`src/rtl/bound_flasher_monitor.sv`:
```
// Passive checker for the bound flasher LED bar: decodes the thermometer
// level, tracks the flash sequence phase and counts completions and errors.
module bound_flasher_monitor #(
    parameter int CNT_W = 8
) (
    input  logic             clk,
    input  logic             rst_n,
    input  logic [15:0]      led,
    output logic [4:0]       level,
    output logic [2:0]       phase,
    output logic             fall3,
    output logic             cycle_done,
    output logic             err_pulse,
    output logic [1:0]       err_code,
    output logic [CNT_W-1:0] cycle_cnt,
    output logic [CNT_W-1:0] err_cnt
);

    typedef enum logic [2:0] {
        RESYNC, IDLE, RISE1, FALL1, RISE2, FALL2, RISE3, PH7
    } phase_t;

    localparam logic [CNT_W-1:0] CNT_MAX = '1;

    phase_t      st;
    phase_t      nst;
    logic [15:0] led_q;
    logic [4:0]  l_new;
    logic        legal;
    logic        up;
    logic        dn;
    logic        nf3;
    logic        err;
    logic        done;
    logic [1:0]  code;

    // A legal bar is 2^L-1: adding one clears every lit bit.
    always_comb begin
        l_new = '0;
        for (int i = 0; i < 16; i++) l_new = l_new + {4'b0, led_q[i]};
        legal = (led_q & (led_q + 16'd1)) == 16'd0;
        up    = l_new == level + 5'd1;
        dn    = (level != 5'd0) && (l_new == level - 5'd1);
    end

    always_comb begin
        nst  = st;
        nf3  = fall3;
        err  = 1'b0;
        code = 2'b00;
        done = 1'b0;
        if (st == RESYNC) begin
            if (legal && l_new == 5'd0) nst = IDLE;
        end else if (!legal) begin
            err  = 1'b1;
            code = 2'b01;
        end else if (st == IDLE) begin
            if (l_new == 5'd1) begin
                nst = RISE1;
            end else if (l_new != 5'd0) begin
                err  = 1'b1;
                code = 2'b10;
            end
        end else if (!up && !dn) begin
            err  = 1'b1;
            code = 2'b10;
        end else begin
            code = 2'b11;
            case (st)
                RISE1: begin
                    if (up) err = l_new == 5'd7;
                    else if (level == 5'd6) nst = FALL1;
                    else err = 1'b1;
                end
                FALL1: begin
                    if (up) begin
                        if (level == 5'd0) nst = RISE2;
                        else err = 1'b1;
                    end
                end
                RISE2: begin
                    if (up) err = l_new == 5'd12;
                    else if (level == 5'd6) nst = FALL1;
                    else if (level == 5'd11) nst = FALL2;
                    else err = 1'b1;
                end
                FALL2: begin
                    if (up) begin
                        if (level == 5'd5) nst = RISE3;
                        else err = 1'b1;
                    end else if (level == 5'd5) begin
                        nst = FALL1;
                    end
                end
                RISE3: begin
                    if (dn) begin
                        if (level == 5'd6 || level == 5'd11) begin
                            nst = PH7;
                            nf3 = 1'b0;
                        end else if (level == 5'd16) begin
                            nst = PH7;
                            nf3 = 1'b1;
                        end else begin
                            err = 1'b1;
                        end
                    end
                end
                PH7: begin
                    if (fall3) begin
                        if (up) begin
                            err = 1'b1;
                        end else if (l_new == 5'd0) begin
                            nst  = IDLE;
                            done = 1'b1;
                        end
                    end else if (up) begin
                        if (level == 5'd5) nst = RISE3;
                        else err = 1'b1;
                    end else begin
                        err = l_new == 5'd4;
                    end
                end
                default: nst = RESYNC;
            endcase
        end
        if (err) nst = RESYNC;
    end

    always_ff @(posedge clk or negedge rst_n) begin
        if (!rst_n) begin
            led_q      <= '0;
            st         <= RESYNC;
            level      <= '0;
            fall3      <= 1'b0;
            cycle_done <= 1'b0;
            err_pulse  <= 1'b0;
            err_code   <= 2'b00;
            cycle_cnt  <= '0;
            err_cnt    <= '0;
        end else begin
            led_q      <= led;
            st         <= nst;
            fall3      <= (nst == PH7) ? nf3 : 1'b0;
            cycle_done <= done;
            err_pulse  <= err;
            if (legal) level <= l_new;
            if (err) err_code <= code;
            if (done && cycle_cnt != CNT_MAX) cycle_cnt <= cycle_cnt + 1'b1;
            if (err && err_cnt != CNT_MAX) err_cnt <= err_cnt + 1'b1;
        end
    end

    assign phase = st;

endmodule

```
`config.mk`:
```
export PLATFORM = sky130hd
export DESIGN_NAME = bound_flasher_monitor
export DESIGN_NICKNAME = d
export VERILOG_FILES = /design/src/rtl/bound_flasher_monitor.sv
export SDC_FILE = /design/constraint.sdc
export NUM_CORES = 1
export LEC_CHECK = 0
export CELL_PAD_IN_SITES_DETAIL_PLACEMENT = 1
export CELL_PAD_IN_SITES_GLOBAL_PLACEMENT = 2
export CORE_MARGIN = 2
export CORE_UTILIZATION = 32
export CTS_BUF_LIST = sky130_fd_sc_hd__clkbuf_4 sky130_fd_sc_hd__clkbuf_8
export DETAILED_ROUTE_END_ITERATION = 8
export GPL_ROUTABILITY_DRIVEN = 0
export PLACE_DENSITY = 0.75
export SETUP_SLACK_MARGIN = 0.15
export SLEW_MARGIN = 5
export SYNTH_ARGS = -nofsm -noshare
export SYNTH_HDL_FRONTEND = slang
export SYNTH_SLANG_ARGS = --single-unit
```
`constraint.sdc`:
```
create_clock -name clk -period 5 [get_ports clk]
set_input_delay 1 -clock clk [delete_from_list [all_inputs] [get_ports clk]]
set_output_delay 1 -clock clk [all_outputs]
set_load 0.02 [all_outputs]
```
==> results.toml <==
[setup_path]
crit_required_ns = 5.25
cp.arrival_ns = 5.55
critPathMaxStageDelay_ns = 0.55
worstReg2RegStart = "led_q[0]"
reg2reg_slack_ns = -0.30
worst_setup_path_end_kind = "flip-flop"
worstSetupPathType = "reg -> reg"
start_kind = "flip-flop"
worst-r2r-cell-count = 18
slowest_stage = "fa_1"
path_cells = "inv_2 -> fa_1 -> fa_1 -> fa_1 -> fa_1 -> inv_2 -> ha_4 -> fa_2 -> xor2_4 -> nor2_1 -> a221o_1 -> a211o_1 -> a221oi_2 -> nand4b_1 -> a21o_2 -> buf_6 -> a2111oi_4 -> and4_1"
crit_top_cell = "fa_1"
r2r_end = "fall3"
cp_max_fo = 5

[status]
status = "finished, violations left"
violations = "setup timing"

[power_and_ir_drop]
p_int_w = 0.001080
combPwrFrac_pct = 62.3
switchingPower_w = 0.0007197
power.static_leakage_nw = 1.818
vdd_drop_max_mv = 0.2671
seqPwrFrac_pct = 21.0
switching_share_pct = 39.99
pwr-share-clk_pct = 16.7
p_per_area_nw_per_um2 = 413.6

[yosys]
yosysSeqAreaShare_pct = 36.35
syn_area_um2 = 3098
synth_edf_count = 0
synth_top_area_cell = "dfrtp_1"
postSynthNetCount = 357
synth-async-reset-ratio_pct = 100.0
syn_inst = 316
ys_top_cells_by_count = "dfrtp_1 (45), inv_1 (31), nand2_1 (24)"
yosysUniqueCellTypes = 66
synth_flop_cell = "dfrtp_1"
yosysMostFrequentCell = "dfrtp_1"
ys_seq_elements = 45
yosysTopAreaCellShare_pct = 36.35
postSynthAreaPerCell_um2 = 9.804
ys_warn_count = 0
ys_top_cells_by_area = "dfrtp_1 (36%), fa_1 (6.5%), xnor2_1 (5.4%)"

[grt]
met1_usage_pct = 23.90
grt_pass1_wl_um = 14960
grt_util_all_layers_pct = 18.48
grt_max_degree = 46
grt_use_met2_pct = 32.59
top_usage_layer = "met2"
grtUsageMet3_pct = 3.420
grt_overflow = 0
grt_antenna_before_repair = 0
grt_pass1_vias = 2974

[clock_network]
cts_max_level = 2
cts.clk_slew.worst_paths_ns = 0.10
clkLatencyLatePin_ns = 0.31
clockBufferDepth = 2
cts_buffers = 5
clock-root-buffer = "clkbuf_8"
cts_sinks = 45
cts_tree = "built"

[finish]
final_area_um2 = 4352
drive_gt1_share_pct = 24.57
final_net_count = 443
area_delta_synth_final_pct = 40.47
stdcell_count = 532
antenna_cells = 0

[timing]
fin_ws_ns = -0.2993
worstMarginPinSlew_ns = 0.7421
fin_crit_ns = 5.299
rsz0062_at_grt = "true"
setup_viol = 23
fmax_mhz = 188.7
skew_ns = 0.009911
slew_headroom_pct = 50.53
period_share_pct = 106.0
holdWs_ns = 0.4979
hold_viol = 0
slew_violations = 0
setup_tns_ns = -4.168

[die]
die-area_um2 = 10480
fp-row-count = 35
core_um2 = 9328
initial_utilization_pct = 33.21
die_h_um = 102.4
die-width_um = 102.4
io_pins = 47

[routing]
ant_nets = 0
first_iter_violations = 77
route.detailed.drc = 0
first_pass_iters = 4
post_drt_wl_per_cell_um = 17.37
wl_um = 9239
vias = 2744
viasPerCell = 5.158

[worst_hold_path]
hold-path-endpoint = "cycle_cnt[5]"
hold_depth = 1
hp-start = "cycle_cnt[5]"
hp-class = "reg -> reg"

[placement]
port_buffers = 46
post_dp_cell_area_um2 = 3976
hpwl_um = 6811
dp_cells = 518

[run]
cap_violations = 0
## worst max-delay path: cells and delay by family (launching register included)
family	cells	cell delay (ns)
DFF	1	0.41
AOI/OAI and AO/OA	5	1.47
xor gates and xnor gates	1	0.17
adders and majority gates	6	2.50
and+or+nand+nor	3	0.44
buffers and inverters	3	0.26
## registers in the layout (all words and copies together) (netlist names)
| register | count |
|---|---|
| fall3 | 1 |
| err_cnt | 8 |
| err_code | 2 |
| phase | 3 |
| led_q | 16 |
| cycle_cnt | 8 |
| cycle_done | 1 |
| err_pulse | 1 |
| level | 5 |
## worst max path at each step
stage / cells past startpoint / slack (ns) / startpoint / to
final: 18 / -0.30 / led_q[0] / fall3
after global routing: 18 / -0.51 / led_q[3] / fall3
after CTS: 18 / -0.37 / led_q[3] / fall3
after detailed placement: 17 / -0.48 / led_q[11] / err_cnt[1]
after global placement: 18 / -0.34 / led_q[11] / cycle_cnt[1]
after floorplan: 18 / -0.25 / led_q[9] / err_cnt[1]
## stage by stage
stage                     power (W)  setup WS, ns  util (%)
after CTS                  0.001784       -0.3701     46.28
after detailed placement   0.001312       -0.4758     42.63
final                      0.001800       -0.2993     46.65
after global placement     0.001297       -0.3362     42.63
after floorplan           0.0008868       -0.2519         -
after global routing       0.001920       -0.5122     46.65
## power groups by stage
stage | clock, W | sequential [W] | combinational (W)
2_1_floorplan | 0 | 0.000384 | 0.000503
3_3_place_gp | 0 | 0.000384 | 0.000913
3_5_place_dp | 0 | 0.000384 | 0.000928
4_1_cts | 0.000310 | 0.000378 | 0.00110
5_1_grt | 0.000327 | 0.000379 | 0.00121
6_report | 0.000301 | 0.000377 | 0.00112
## cell type report
| type | instances | area (µm²) |
|---|---|---|
| fillers | 1047 | 4976 |
| multi-input cells | 229 | 2008 |
| flip-flops and latches | 45 | 1126 |
| repair buffers | 90 | 820.8 |
| well taps | 129 | 161.4 |
| inverters | 31 | 116.4 |
| clock buffers | 5 | 68.82 |
| clock inverters | 3 | 50.05 |
## cells by family (layout without fill, tap and decap cells)
family	Yosys count	in the layout	synth area share, %
fa+ha+maj	23	23	11.71
simple gates	112	112	20.28
mux	3	3	1.211
flops	45	45	36.35
compound gates	68	68	17.45
xor+xnor	23	23	7.230
buf+inv	42	129	5.775
## timing repair
action | CTS | global route
gates resized for setup | 37 | 6
setup endpoints to repair | 23 | 24
pin swaps | 23 | 7
hold buffers | 0 | 0
setup buffers | 6 | 0
## placed cells by master (no fill, tap or decap), types with 4 or more instances in the layout
master,instances
a21oi_1,11
o41ai_1,4
buf_6,6
nand2b_1,6
nor2_1,12
and3_1,6
buf_4,37
nand3_1,11
nor3_1,6
clkbuf_8,5
ha_1,12
o21ai_0,13
fa_1,9
nand3_2,4
xnor2_1,18
nand4_1,11
a211oi_1,5
nand2_1,21
clkdlybuf4s50_1,45
nor2b_1,5
dfrtp_1,45
inv_1,28
a31oi_1,4
## metal layers
metal,vias to the layer above,wire (µm)
met5,-,0
met4,0,72
met3,8,303
met2,44,4746
met1,1387,4117
li1,1305,-
Power figures use the tool's default switching activity.
